`config.mk`:
```
export PLATFORM = sky130hd
export DESIGN_NAME = exp5_captura_jogada
export DESIGN_NICKNAME = d
export VERILOG_FILES = /design/src/rtl/exp5_captura_jogada.sv
export SDC_FILE = /design/constraint.sdc
export NUM_CORES = 1
export LEC_CHECK = 0
export BUFFER_PORTS_ARGS = -buffer_cell sky130_fd_sc_hd__buf_2
export CAP_MARGIN = 40
export CORE_MARGIN = 2
export CORE_UTILIZATION = 30
export DETAILED_ROUTE_END_ITERATION = 8
export PLACE_DENSITY = 0.51
export SLEW_MARGIN = 20
export SYNTH_ARGS = -nofsm -noshare
export SYNTH_HDL_FRONTEND = slang
export SYNTH_SLANG_ARGS = --single-unit
```
`constraint.sdc`:
```
create_clock -name clock -period 4.65 [get_ports clock]
set_input_delay 0.465 -clock clock [delete_from_list [all_inputs] [get_ports clock]]
set_output_delay 0.465 -clock clock [all_outputs]
set_load 0.1 [all_outputs]
```
`src/rtl/exp5_captura_jogada.sv`:
```
// Button capture stage for the memory game: debounces the four chaves, checks that exactly one
// key is pressed and emits one jogada_feita pulse per physical press.
module exp5_captura_jogada #(
    parameter int unsigned DEBOUNCE_CYCLES = 1000
) (
    input  logic       clock,
    input  logic       reset,
    input  logic       habilita,
    input  logic [3:0] chaves,
    output logic [3:0] jogada,
    output logic       jogada_feita,
    output logic       jogada_invalida,
    output logic       ocupado,
    output logic [2:0] db_estado
);

    localparam int unsigned CW = $clog2(DEBOUNCE_CYCLES);
    localparam logic [CW-1:0] LAST = CW'(DEBOUNCE_CYCLES - 1);

    typedef enum logic [2:0] {
        StEspera = 3'd0,
        StFiltra = 3'd1,
        StValida = 3'd2,
        StSolta  = 3'd3
    } estado_t;

    estado_t       r_estado;
    estado_t       w_estado_nxt;
    logic [CW-1:0] r_contador;
    logic [CW-1:0] w_contador_nxt;
    logic [3:0]    r_amostra;
    logic [3:0]    w_amostra_nxt;
    logic [3:0]    r_jogada;
    logic [3:0]    w_jogada_nxt;

    logic w_amostra_onehot;
    logic w_chaves_zero;
    logic w_contador_fim;

    assign w_amostra_onehot = (r_amostra != 4'b0000) &&
                              ((r_amostra & (r_amostra - 4'd1)) == 4'b0000);
    assign w_chaves_zero    = (chaves == 4'b0000);
    assign w_contador_fim   = (r_contador == LAST);

    always_ff @(posedge clock or negedge reset) begin
        if (!reset) begin
            r_estado   <= StSolta;
            r_contador <= '0;
            r_amostra  <= 4'b0000;
            r_jogada   <= 4'b0000;
        end else begin
            r_estado   <= w_estado_nxt;
            r_contador <= w_contador_nxt;
            r_amostra  <= w_amostra_nxt;
            r_jogada   <= w_jogada_nxt;
        end
    end

    always_comb begin
        w_estado_nxt   = r_estado;
        w_contador_nxt = r_contador;
        w_amostra_nxt  = r_amostra;
        w_jogada_nxt   = r_jogada;

        case (r_estado)
            StEspera: begin
                if (habilita && !w_chaves_zero) begin
                    w_amostra_nxt  = chaves;
                    w_contador_nxt = '0;
                    w_estado_nxt   = StFiltra;
                end
            end

            StFiltra: begin
                if (!habilita || w_chaves_zero) begin
                    w_estado_nxt = StEspera;
                end else if (chaves != r_amostra) begin
                    // A change of key pattern restarts the stability window.
                    w_amostra_nxt  = chaves;
                    w_contador_nxt = '0;
                end else if (!w_contador_fim) begin
                    w_contador_nxt = r_contador + 1'b1;
                end else begin
                    w_estado_nxt = StValida;
                    if (w_amostra_onehot) begin
                        w_jogada_nxt = r_amostra;
                    end
                end
            end

            StValida: begin
                w_contador_nxt = '0;
                w_estado_nxt   = StSolta;
            end

            StSolta: begin
                // Re-arm only after the keys read zero for a full window.
                if (!w_chaves_zero) begin
                    w_contador_nxt = '0;
                end else if (!w_contador_fim) begin
                    w_contador_nxt = r_contador + 1'b1;
                end else begin
                    w_estado_nxt = StEspera;
                end
            end

            default: begin
                w_estado_nxt = StSolta;
            end
        endcase
    end

    assign jogada          = r_jogada;
    assign jogada_feita    = (r_estado == StValida) && w_amostra_onehot;
    assign jogada_invalida = (r_estado == StValida) && !w_amostra_onehot;
    assign ocupado         = (r_estado == StFiltra) || (r_estado == StValida) ||
                             (r_estado == StSolta);
    assign db_estado       = r_estado;

endmodule

```
==> metrics.md <==
| Metric | Value |
|---|---|
| Status | `completed` |
| Horizontal extent of the die | `64.9 µm` |
| Fill cells | `367` |
| Number of maximum-capacitance violations | `0` |
| Kind of path behind the tightest hold check | `in2async` |
| Storage cell area | `roughly 500 µm²` |
| Critical Path Source Type | `flop` |
| Final cycle utilization of the critical path | `50.6%` |
| Total count of max-transition violations in the final report | `0` |
| Endpoints failing hold | `0` |
| Wire length of the first global-routing pass | `4090 µm` |
| Gate count after technology mapping | `110` |
| H-tree depth | `1` |
| Global route overflow | `0` |
| Post-synthesis cell type count | `37` |
| Antenna violations before repair | `0` |
| Post-detailed-route via-to-cell ratio | `5.06` |
| Nature of the critical path endpoint | `output pin` |
| Layout overhead on the synthesized area | `15.7%` |
| Average routed wire per standard cell | `between 10 and 15 µm` |
| Data arrival time of the critical path | `between 1.5 and 2 ns` |
| Slew at the pin closest to its max-slew limit | `around 0.75 ns` |
| Synth Area per Inst | `10.1 µm²` |
| Aggregate global-route resource usage | `12.5%` |
| Starting Density | `30.9%` |
| Clk_lat worst skew | `0.25 ns` |
| Final count of negative-setup-slack endpoints | `0` |
| Final Critical Period | `2.35 ns` |
| Number of synthesized flops with an enable pin | `0` |
| Tot Pwr | `674 µW` |
| Series of cell instances along the critical path | `or3b_1 -> o21ai_0 -> o21ai_1 -> nor3_1 -> buf_2` |
| Area of the mapped netlist | `1110 µm²` |
| Number of buffers inserted during clock tree synthesis | `3` |
| Net count after synthesis | `approximately 120` |
| Total number of vias | `880` |
| Final setup TNS | `0 ns` |
| Number of routed nets with antenna violations | `0` |
| Gates resized, CTS repair | `0` |
| Ys Warns | `0` |
| WP data required | `4.18 ns` |
| Post-detailed-placement half-perimeter wirelength | `between 1500 and 2000 µm` |
| Maximum number of pins on one net before global-route repair | `21` |
| Final wirelength | `about 2300 µm` |
| Worst supply voltage drop on vdd | `between 0.1 and 0.15 mV` |
| Fraction of registers with async set/reset | `100%` |
| Max clock buf depth | `2` |
| Kind of cell adding the most delay to the critical path | `simple AND/OR/NAND/NOR gates` |
| Setup Buffers After CTS | `0` |
| Reported leakage power | `0.536 nW` |
| Flop and latch count out of synthesis | `20` |
| RSZ-0062 raised after global routing | `false` |
| Clock-pin slew reported for the worst setup and hold paths after clock tree synthesis | `0.07 ns` |
| Power density normalized to cell area | `523 nW/µm²` |
| # nets final | `135` |
| CTS Sinks | `20` |
| TritonRoute pass-1 iters | `4` |
| Upper clock frequency limit | `between 400 and 500 MHz` |
| Final setup skew | `~0.0052 ns` |
| Setup CP Type | `reg2out` |
| Cell chosen for the clock root | `sky130_fd_sc_hd__clkbuf_8` |
| Fraction of layout instances using a drive strength above 1 | `28.6%` |
| Top-Level Pins | `17` |
| Area of the die | `4220 µm²` |
| Std cell rows | `22` |
| Clock tree from TritonCTS | `done` |
| Number of global-route vias before repair | `903` |
| Max FO, Critical Path | `6` |
| Final estimated routing congestion in global placement | `0.770` |
| Number of DRC violations after detailed routing | `0` |
| Port Buffer Count | `15` |
| Delay contributed by the slowest stage of the critical path | `0.46 ns` |
| Post-CTS Hold Fix Bufs | `0` |
| Slew margin rel. | `roughly half` |
| Cell with the biggest individual delay on the critical path | `sky130_fd_sc_hd__dfrtp_1` |
| Count of routing violations after the opening detailed-route iteration | `61` |
| Register area share after synthesis | `45.2%` |
| N_diodes | `0` |
| DIE HEIGHT | `64.9 µm` |
| Area occupied by multi-input gates | `592 µm²` |
| Crit path buffers/inverters | `1` |
| Core area | `between 3000 and 4000 µm²` |
| Top flip-flop cell by instance count after synthesis | `sky130_fd_sc_hd__dfrtp_1` |
[where the power goes]
part | switching [mW] | leakage [nW] | internal [mW]
clock | 0.0540 | 0.0288 | 0.0752
combinational | 0.207 | 0.245 | 0.0773
sequential | 0.0504 | 0.262 | 0.210
total | 0.311 | 0.536 | 0.363
[cell usage after synthesis (2+ instances only)]
cell                       count  area, µm²
sky130_fd_sc_hd__a21oi_1       2       10.0
sky130_fd_sc_hd__a31o_2        2       17.5
sky130_fd_sc_hd__a31oi_1       6       37.5
sky130_fd_sc_hd__a41oi_1       2       17.5
sky130_fd_sc_hd__clkbuf_1      2       7.51
sky130_fd_sc_hd__dfrtp_1      18        450
sky130_fd_sc_hd__dfstp_2       2       52.6
sky130_fd_sc_hd__mux2_2        8       90.1
sky130_fd_sc_hd__nand2_1      14       52.6
sky130_fd_sc_hd__nand3_1       9       45.0
sky130_fd_sc_hd__nor2_1        9       33.8
sky130_fd_sc_hd__nor3_1        3       15.0
sky130_fd_sc_hd__nor3b_1       2       15.0
sky130_fd_sc_hd__xnor2_1       3       26.3
sky130_fd_sc_hd__xor2_1        6       52.6
[metrics by stage]
stage	instance area (µm²)	cells	hold WS, ns	util (%)	worst slack [ns]
3_5_place_dp	1230	170	0.435	34.2	2.49
6_report	1290	174	0.148	35.7	2.30
5_1_grt	1290	174	0.176	35.7	2.16
3_3_place_gp	1230	170	0.436	34.2	2.54
2_1_floorplan	1110	110	0.169	-	0.846
4_1_cts	1290	174	0.155	35.7	2.27
[final timing paths]
kind / from / end / slack, ns / cells past startpoint
min in group clock: r_contador[9] / r_contador[9] / 0.49 / 1
max reg2reg: r_amostra[2] / jogada[2] / 2.63 / 5
max: r_amostra[2] / jogada_feita / 2.30 / 5
min reg2reg: r_contador[9] / r_contador[9] / 0.49 / 1
max in group asynchronous: reset / db_estado[0] / 4.16 / 1
min: reset / r_contador[2] / 0.15 / 1
[cells by family (layout without fill, tap and decap cells)]
family          count (synthesis)  count (layout)  share of synthesized area (%)
simple gates                   47              47                           22.8
flops                          20              20                           45.2
compound gates                 19              19                           12.8
xor+xnor                        9               9                           7.08
mux                             9               9                           8.99
buf+inv                         4              20                           1.69
fa+ha+maj                       1               1                           1.12
other cells                     1               1                          0.337
[flip-flops by register name, summed over array words and instances (netlist names)]
signal,cells
r_amostra,4
r_contador,10
db_estado,2
jogada,4
[placed cells by master (no fill, tap or decap), types with 2 or more instances in the layout]
master	netlist	final
sky130_fd_sc_hd__nor3_1	3	3
sky130_fd_sc_hd__a31oi_1	6	6
sky130_fd_sc_hd__mux2_2	8	8
sky130_fd_sc_hd__xnor2_1	3	3
sky130_fd_sc_hd__dfstp_2	2	2
sky130_fd_sc_hd__a21oi_1	2	2
sky130_fd_sc_hd__dfrtp_1	18	18
sky130_fd_sc_hd__nor2_1	9	9
sky130_fd_sc_hd__a41oi_1	2	2
sky130_fd_sc_hd__xor2_1	6	6
sky130_fd_sc_hd__nor3b_1	2	2
sky130_fd_sc_hd__clkbuf_8	0	4
sky130_fd_sc_hd__a31o_2	2	2
sky130_fd_sc_hd__nand3_1	9	9
sky130_fd_sc_hd__nand2_1	14	14
sky130_fd_sc_hd__buf_2	0	15
[layer usage]
| metal | GRT usage [%] | routed length, µm | vias up |
|---|---|---|---|
| met5 | 0 | 0 | - |
| met4 | 6.38 | 31 | 0 |
| met3 | 1.22 | 25 | 2 |
| met2 | 20.7 | 1190 | 9 |
| met1 | 16.0 | 1060 | 432 |
| li1 | - | - | 437 |
[cell type report]
type | instances | area share [%]
well taps | 48 | 4.66
flip-flops and latches | 20 | 39.0
multi-input cells | 86 | 45.9
repair buffers | 15 | 5.83
clock buffers | 4 | 4.27
inverters | 1 | 0.291
Note: power is estimated with default switching activity, not from simulation.
